==> config.mk <==
export PLATFORM = sky130hd
export DESIGN_NAME = decoder_fec_hamming
export DESIGN_NICKNAME = d
export VERILOG_FILES = /design/src/rtl/decoder_fec_pck.sv /design/src/rtl/fec_hamming_correct.sv /design/src/rtl/decoder_fec_hamming.sv
export SDC_FILE = /design/constraint.sdc
export NUM_CORES = 1
export LEC_CHECK = 0
export ABC_AREA = 1
export BUFFER_PORTS_ARGS = -buffer_cell sky130_fd_sc_hd__clkbuf_2
export CORE_ASPECT_RATIO = 0.6
export CORE_MARGIN = 1
export CORE_UTILIZATION = 35
export DETAILED_ROUTE_END_ITERATION = 10
export PLACE_DENSITY = 0.56
export SLEW_MARGIN = 40
export SYNTH_ARGS = -nofsm -noshare
export SYNTH_HDL_FRONTEND = slang
export SYNTH_SLANG_ARGS = --single-unit
==> constraint.sdc <==
create_clock -name clk -period 2.2 [get_ports clk]
set_input_delay 0.44 -clock clk [delete_from_list [all_inputs] [get_ports clk]]
set_output_delay 0.44 -clock clk [all_outputs]
set_load 0.005 [all_outputs]
==> src/rtl/decoder_fec_pck.sv <==
// rtl/decoder_fec_pck.sv - shared types and codeword geometry for the Hamming decoder (DECODER_FEC_SECDED_EN selects SECDED)
package decoder_fec_pck;

`ifdef DECODER_FEC_SECDED_EN
    localparam int CW_W = 8;
`else
    localparam int CW_W = 7;
`endif

    localparam int SYN_W  = 3;
    localparam int POS_D1 = 3;
    localparam int POS_D2 = 5;
    localparam int POS_D3 = 6;
    localparam int POS_D4 = 7;

    typedef enum logic [2:0] {
        IDLE    = 3'd0,
        RD_REQ  = 3'd1,
        RD_WAIT = 3'd2,
        DECODE  = 3'd3,
        WRITE   = 3'd4,
        DONE    = 3'd5
    } dec_state_t;

    // Bit i-1 of h holds Hamming position i; s1 is the LSB.
    function automatic logic [SYN_W-1:0] syndrome(input logic [6:0] h);
        syndrome[0] = h[0] ^ h[2] ^ h[4] ^ h[6];
        syndrome[1] = h[1] ^ h[2] ^ h[5] ^ h[6];
        syndrome[2] = h[3] ^ h[4] ^ h[5] ^ h[6];
    endfunction

endpackage

==> src/rtl/fec_hamming_correct.sv <==
// rtl/fec_hamming_correct.sv - combinational syndrome check and single-bit correction (DECODER_FEC_SECDED_EN adds overall parity)
module fec_hamming_correct
    import decoder_fec_pck::*;
(
    input  logic [CW_W-1:0] cw,
    output logic [3:0]      nibble,
    output logic            corrected,
    output logic            uncorrectable
);

    logic [SYN_W-1:0] syn;
    logic             fix_en;

    assign syn = syndrome(cw[6:0]);

`ifdef DECODER_FEC_SECDED_EN
    // Odd overall parity means one flipped bit; with s = 0 it was bit 7, which carries no data.
    assign fix_en        = ^cw;
    assign corrected     = fix_en;
    assign uncorrectable = !fix_en && (syn != '0);
`else
    assign fix_en        = (syn != '0);
    assign corrected     = fix_en;
    assign uncorrectable = 1'b0;
`endif

    assign nibble[0] = cw[POS_D1-1] ^ (fix_en && (syn == SYN_W'(POS_D1)));
    assign nibble[1] = cw[POS_D2-1] ^ (fix_en && (syn == SYN_W'(POS_D2)));
    assign nibble[2] = cw[POS_D3-1] ^ (fix_en && (syn == SYN_W'(POS_D3)));
    assign nibble[3] = cw[POS_D4-1] ^ (fix_en && (syn == SYN_W'(POS_D4)));

endmodule

==> src/rtl/decoder_fec_hamming.sv <==
// rtl/decoder_fec_hamming.sv - frame-driven Hamming decoder packing nibble pairs into bytes (DECODER_FEC_SECDED_EN selects SECDED)
module decoder_fec_hamming
    import decoder_fec_pck::*;
#(
    parameter int FRAME_BYTES = 16,
    parameter int CNT_W       = 16
)(
    input  logic             clk,
    input  logic             rst_n,
    input  logic             en,
    input  logic             req,
    output logic             ack,
    output logic             busy,
    input  logic             buff_empty,
    input  logic             buff_rd_valid,
    input  logic [CW_W-1:0]  buff_rd_data,
    output logic             rd_en_buff,
    input  logic             buff_full,
    output logic             wr_en_buff,
    output logic [7:0]       wr_data,
    output logic [CNT_W-1:0] corr_cnt,
    output logic [CNT_W-1:0] uncorr_cnt
);

    localparam logic [7:0] LAST_BYTE = 8'(FRAME_BYTES);

    dec_state_t      state;
    logic [7:0]      byte_cnt;
    logic [7:0]      byte_nxt;
    logic            nib_sel;
    logic            cw_held;
    logic [CW_W-1:0] cw_reg;
    logic [3:0]      low_nib;
    logic [3:0]      nibble;
    logic            corrected;
    logic            uncorrectable;

    fec_hamming_correct u_correct (
        .cw            (cw_reg),
        .nibble        (nibble),
        .corrected     (corrected),
        .uncorrectable (uncorrectable)
    );

    assign byte_nxt   = byte_cnt + 8'd1;
    assign rd_en_buff = en && (state == RD_REQ) && !buff_empty;
    assign wr_en_buff = en && (state == WRITE) && !buff_full;
    assign ack        = (state == DONE);
    assign busy       = (state != IDLE);

    always_ff @(posedge clk or negedge rst_n) begin
        if (!rst_n) begin
            state      <= IDLE;
            byte_cnt   <= '0;
            nib_sel    <= 1'b0;
            cw_held    <= 1'b0;
            cw_reg     <= '0;
            low_nib    <= '0;
            wr_data    <= '0;
            corr_cnt   <= '0;
            uncorr_cnt <= '0;
        end else begin
            // Returning read data is latched even with en low so a stall never drops a codeword.
            if (state == RD_WAIT && buff_rd_valid && !cw_held) begin
                cw_reg  <= buff_rd_data;
                cw_held <= 1'b1;
            end
            if (en) begin
                case (state)
                    IDLE: begin
                        if (req) begin
                            byte_cnt   <= '0;
                            nib_sel    <= 1'b0;
                            corr_cnt   <= '0;
                            uncorr_cnt <= '0;
                            state      <= RD_REQ;
                        end
                    end
                    RD_REQ: begin
                        if (!buff_empty) state <= RD_WAIT;
                    end
                    RD_WAIT: begin
                        if (cw_held || buff_rd_valid) state <= DECODE;
                    end
                    DECODE: begin
                        cw_held <= 1'b0;
                        if (corrected && corr_cnt != '1)
                            corr_cnt <= corr_cnt + CNT_W'(1);
                        if (uncorrectable && uncorr_cnt != '1)
                            uncorr_cnt <= uncorr_cnt + CNT_W'(1);
                        if (!nib_sel) begin
                            low_nib <= nibble;
                            nib_sel <= 1'b1;
                            state   <= RD_REQ;
                        end else begin
                            wr_data <= {nibble, low_nib};
                            state   <= WRITE;
                        end
                    end
                    WRITE: begin
                        if (!buff_full) begin
                            byte_cnt <= byte_nxt;
                            if (byte_nxt == LAST_BYTE) begin
                                state <= DONE;
                            end else begin
                                nib_sel <= 1'b0;
                                state   <= RD_REQ;
                            end
                        end
                    end
                    DONE: begin
                        if (!req) state <= IDLE;
                    end
                    default: state <= IDLE;
                endcase
            end
        end
    end

endmodule

; Word-level counts from Yosys, hierarchy flattened
; Index checks and enable logic that the tools add are counted.
[totals]
regBits = 48
input_bits = 14
out_inout_bits = 44
word_cells = 90
[op_classes]
n_addsub = 2
eq_ne = 18
mux = 21
bitwise = 14
reduce_logical = 27
[op_table]
columns = operator, count
row1 = 16-bit 2-to-1 mux, 2
row2 = 16-bit case mux with 2 select lines, 1
row3 = 3-bit 2-to-1 mux, 7
row4 = 3-bit case mux with 6 select lines, 1
row5 = "16-bit by 1-bit adder with 16-bit output, second input constant", 1
row6 = 8-bit 2-to-1 mux, 2
row7 = "16-bit inequality test, second input constant", 1
row8 = 8-bit case mux with 2 select lines, 1
row9 = "3-bit equality test, second input constant", 5
row10 = 1-bit XOR, 13
row11 = "2-bit inequality test, second input constant", 6
row12 = 1-bit logical AND, 11
row13 = "3-bit by 2-bit equality test with 1-bit output, second input constant", 3
row14 = 3-bit nonzero test, 3
row15 = "8-bit by 1-bit adder with 8-bit output, second input constant", 1
row16 = "8-bit by 5-bit equality test with 1-bit output, second input constant", 1
row17 = 4-bit AND reduction, 2
row18 = 1-bit 2-to-1 mux, 6
row19 = 3-bit AND reduction, 2
row20 = 6-bit AND reduction, 1
row21 = 5-bit AND reduction, 1
row22 = 2-bit nonzero test, 2
row23 = "3-bit by 1-bit equality test with 1-bit output, second input constant", 1
row24 = 1-bit zero test, 3
row25 = other kinds (5), 5

; Logic depth before layout (Yosys ltp)
[logic_depth]
ltp_word = 7
ltp_mapped = 14
mapped_depth_nobuf = 13

; By module
; Synthesis repeated with hierarchy kept, for this count alone.
[hier_totals]
hier_cells = 576
hier_area_um2 = 4023.9
[by_module_without_submodules]
columns = module, instances, cells_each, area_each_um2, seq_area_each_um2
row1 = decoder_fec_hamming, 1, 504, 3713.6, 1601.5
row2 = fec_hamming_correct, 1, 72, 310.3, 0.0

; Least setup slack after synthesis
; OpenSTA, ideal clock, no wires.
[synth_path]
path_type = reg-to-reg
start = register corr_cnt[0]
end = register corr_cnt[11]
setup_time_ps = 117
arrival_ps = 1539
t_required_ps = 2083
path_slack_ps = 544
path_stages_with_launch = 12
n_path_buf = 1
period_less_slack_ps = 1656
path_cell_list = dfrtp_1 -> ha_1 -> nand2_1 -> inv_1 -> nand3_1 -> nor2_2 -> nand4_1 -> nand2_1 -> nand2_4 -> buf_2 -> nand3_1 -> nand2_1
[synth_via]
elab_chain_len = 4
word_cells_on_any_way = 7
cone_classes = 1 x add/sub / 2 x eq/ne / 2 x mux / 2 x reduce/logical
[synth_rtl]
columns = element, line_no
row1 = from (decl), decoder_fec_hamming.sv:21  ; output logic [CNT_W-1:0] corr_cnt,
row2 = from (signal assigned), decoder_fec_hamming.sv:88  ; corr_cnt <= corr_cnt + CNT_W'(1);
row3 = branches (longest 4 deep; another with 16-bit by 1-bit adder with 16-bit output), -
; Several ways; the timed one is not identified. The select of a mux whose other input is x is not followed.
; A chain may end at the register's enable or synchronous reset.

; Worst setup path in the final report
[layout_path]
start = register state[0]
end = output port wr_en_buff
[layout_via]
elab_chain_len = 3
[layout_rtl]
columns = element, line_no
row1 = from (decl), decoder_fec_hamming.sv:27  ; dec_state_t state;
row2 = from (signal assigned), decoder_fec_hamming.sv:53  ; state <= IDLE;
row3 = from (signal assigned), decoder_fec_hamming.sv:76  ; state <= RD_REQ;
row4 = from (signal assigned), decoder_fec_hamming.sv:80  ; if (!buff_empty) state <= RD_WAIT;
row5 = 3-bit equality test, decoder_fec_hamming.sv:47  ; assign wr_en_buff = en && (state == WRITE) && !buff_full;
row6 = 1-bit logical AND (2 in series), decoder_fec_hamming.sv:47
row7 = to (decl), decoder_fec_hamming.sv:19  ; output logic wr_en_buff,
; Every way passes these cells.

==> impl_metrics.py <==
metrics = {
    "synthesis": {
        "ys_seq_area_share_pct": 41.49,
        "avgSynthCellArea_um2": 7.114,
        "synthFlopType": "dfrtp_1",
        "ys_types": 31,
        "yosys_warnings": 0,
        "synth_edf_count": 0,
        "async_flop_share_pct": 100.0,
        "syn-cell-area_um2": 2895,
        "yosysMostFrequentCell": "nand2_1",
        "synthTopCellsByCount": "nand2_1 (128), dfrtp_1 (48), nand3_1 (43), inv_1 (40), nor2_1 (39)",
        "ys_ff_latch": 48,
        "synth_area_leaders": "dfrtp_1 (41%), nand2_1 (17%), nand3_1 (7.4%)",
        "synth_cells": 407,
        "yosysTopAreaCell": "dfrtp_1",
        "synth_top_area_share_pct": 41.49,
    },
    "power_and_ir_drop": {
        "pwr-share-comb_pct": 39.7,
        "ir_drop_mv": 0.3202,
        "power_density_nw_per_um2": 1021,
        "switchingPower_mw": 1.410,
        "switching_share_pct": 41.19,
        "power_frac_clock_pct": 23.2,
        "p_leak_nw": 1.716,
        "power_frac_seq_pct": 37.1,
        "p_int_mw": 2.013,
    },
    "floorplan": {
        "io_pins": 58,
        "die_x_um": 119.4,
        "dieArea_um2": 8652,
        "die_y_um": 72.45,
        "core.rowCount": 25,
        "start_util_pct": 36.44,
        "core_area_um2": 7945,
    },
    "timing": {
        "finalSetupTns_ps": 0,
        "setup_violations": 0,
        "final-hold-violation-count": 0,
        "hold_slack_ps": 118.8,
        "max_freq_mhz": 485.6,
        "rsz0062_at_grt": "false",
        "timing.slew.headroom_pct": 63.89,
        "tightest_slew_ps": 541.7,
        "period_share_pct": 93.60,
        "fin_crit_ps": 2059,
        "skew_ps": 5.995,
        "slew_violations": 0,
    },
    "worst_setup_path": {
        "end_kind": "primary output",
        "critPathMaxStageDelay_ps": 400,
        "rr_startpoint": "corr_cnt[0]$_DFFE_PN0P_",
        "crit_fanout": 8,
        "crit_type": "reg2out",
        "start_kind": "flip-flop",
        "crit_path_top_delay_cell": "dfrtp_1",
        "rrSetupSlack_ps": 310,
        "worstReg2RegEnd": "corr_cnt[5]$_DFFE_PN0P_",
        "reg2regPathDepth": 11,
        "worstPathRequired_ps": 1760,
        "path_cells": "inv_2 -> nand2_4 -> nor2_1 -> inv_1 -> nor3_4 -> clkbuf_2",
        "arrival_ps": 1620,
    },
    "flow_run": {
        "cap_violations": 0,
    },
    "grt": {
        "antenna_found_initial": 0,
        "grt_max_degree": 30,
        "overflow": 0,
        "grt_usage_pct": 16.69,
        "grt_pass1_wl_um": 11250,
        "grt_pass1_vias": 2185,
    },
    "clock_network": {
        "holdBufCountCts": 0,
        "cts.clk_slew.worst_paths_ps": 70,
        "cts_buffers": 5,
        "h-tree-depth": 2,
        "insertion_delay_ps": 290,
        "cts_tree": "built",
        "clockRootBuffer": "clkbuf_16",
        "numClockSinks": 48,
        "clockBufferDepth": 2,
    },
    "placement": {
        "gp_congestion": 0.8840,
        "dp_hpwl_um": 5216,
        "io_buffers": 41,
    },
    "layout": {
        "largest_reg_flops": 16,
        "area_growth_pct": 15.77,
        "fin_nets": 471,
        "top_register": "corr_cnt",
        "layout-drive-gt1-share_pct": 15.38,
        "diodes": 0,
        "reg.largest.list": "corr_cnt x16, byte_cnt x8, wr_data x8",
    },
    "route": {
        "drcViolationCount": 0,
        "first_pass_iters": 5,
        "drt-initial-drc-count": 216,
        "drt-total-wl_um": 6887,
        "wire_per_inst_um": 12.23,
        "via_per_inst": 4.581,
        "ant_nets": 0,
        "vias": 2579,
    },
    "worst_hold_path": {
        "hold_path.class": "in2async",
    },
    "run_status": {
        "status": "complete, no violations",
    },
}
## cell type report
class                   count  area [um^2]
multi-input cells         308         1435
inverters                  44        165.2
fillers                   836         4593
well taps                 108        135.1
flip-flops and latches     48         1201
clock buffers               6        138.9
clock inverters             2        13.76
repair buffers             47        262.8
## routing by layer
metal  part of all wire [%]  global-route usage (%)
met1                     57                   26.78
met2                     37                   21.77
met3                    4.3                   3.695
met4                   0.80                   4.306
met5                      0                       0
## cell families after synthesis
| group | after synthesis | share of synthesized area, % |
|---|---|---|
| buffers and inverters | 66 | 11.11 |
| adders and majority gates | 3 | 1.297 |
| xor gates and xnor gates | 4 | 1.210 |
| other | 1 | 0.1295 |
| DFF | 48 | 41.49 |
| and+or+nand+nor | 235 | 35.39 |
| AOI/OAI and AO/OA | 50 | 9.378 |
## worst max path at each step
stage          slack, ps               startpoint                        to  depth (start not counted)
6_report             140     state[0]$_DFFE_PN0P_                wr_en_buff                          6
4_1_cts                4     state[1]$_DFFE_PN0P_                wr_en_buff                          6
3_5_place_dp         330     state[1]$_DFFE_PN0P_                wr_en_buff                          6
3_3_place_gp         280     state[0]$_DFFE_PN0P_                wr_en_buff                          6
5_1_grt               30     state[0]$_DFFE_PN0P_                wr_en_buff                          6
2_1_floorplan        540  corr_cnt[0]$_DFFE_PN0P_  corr_cnt[11]$_DFFE_PN0P_                         11
## placed cells by master, fill, tap and decap left out, types with 4 or more instances in the layout
| master | instances |
|---|---|
| nand2_1 | 128 |
| buf_4 | 5 |
| nand3_1 | 43 |
| a21oi_1 | 17 |
| clkbuf_16 | 5 |
| inv_2 | 4 |
| dfrtp_1 | 48 |
| nand4_1 | 5 |
| clkbuf_2 | 41 |
| nor2_2 | 4 |
| o21ai_0 | 26 |
| nor2_1 | 39 |
| inv_1 | 40 |
| nor3_1 | 7 |
| conb_1 | 16 |
## power groups by stage
stage	logic, mW	registers [mW]	clock network (mW)
after global placement	1.33	1.27	0
after global routing	1.56	1.30	0.853
after floorplan	1.01	1.26	0
final	1.36	1.27	0.795
after CTS	1.36	1.27	0.823
after detailed placement	1.36	1.28	0
## stage by stage
step / total power [mW] / setup slack, ps / util [%] / area (um^2) / cells
floorplan: 2.271 / 544.0 / - / 2952 / 422
global placement: 2.609 / 284.8 / 40.00 / 3178 / 553
detailed placement: 2.641 / 328.1 / 40.00 / 3178 / 553
CTS: 3.453 / 4.300 / 41.92 / 3331 / 561
global route: 3.713 / 33.02 / 42.19 / 3352 / 563
finish: 3.423 / 140.7 / 42.19 / 3352 / 563
## worst max-delay path, delay by kind of cell (launching register included)
family / cells / cell delay [ps]
buffers and inverters: 3 / 410
DFF: 1 / 400
and+or+nand+nor: 3 / 520
## timing repair
item                                    in CTS  in global routing
setup buffers                                0                  2
endpoints found under the setup margin       0                  1
gates resized for setup                      0                  1
Power figures use the tool's default switching activity.
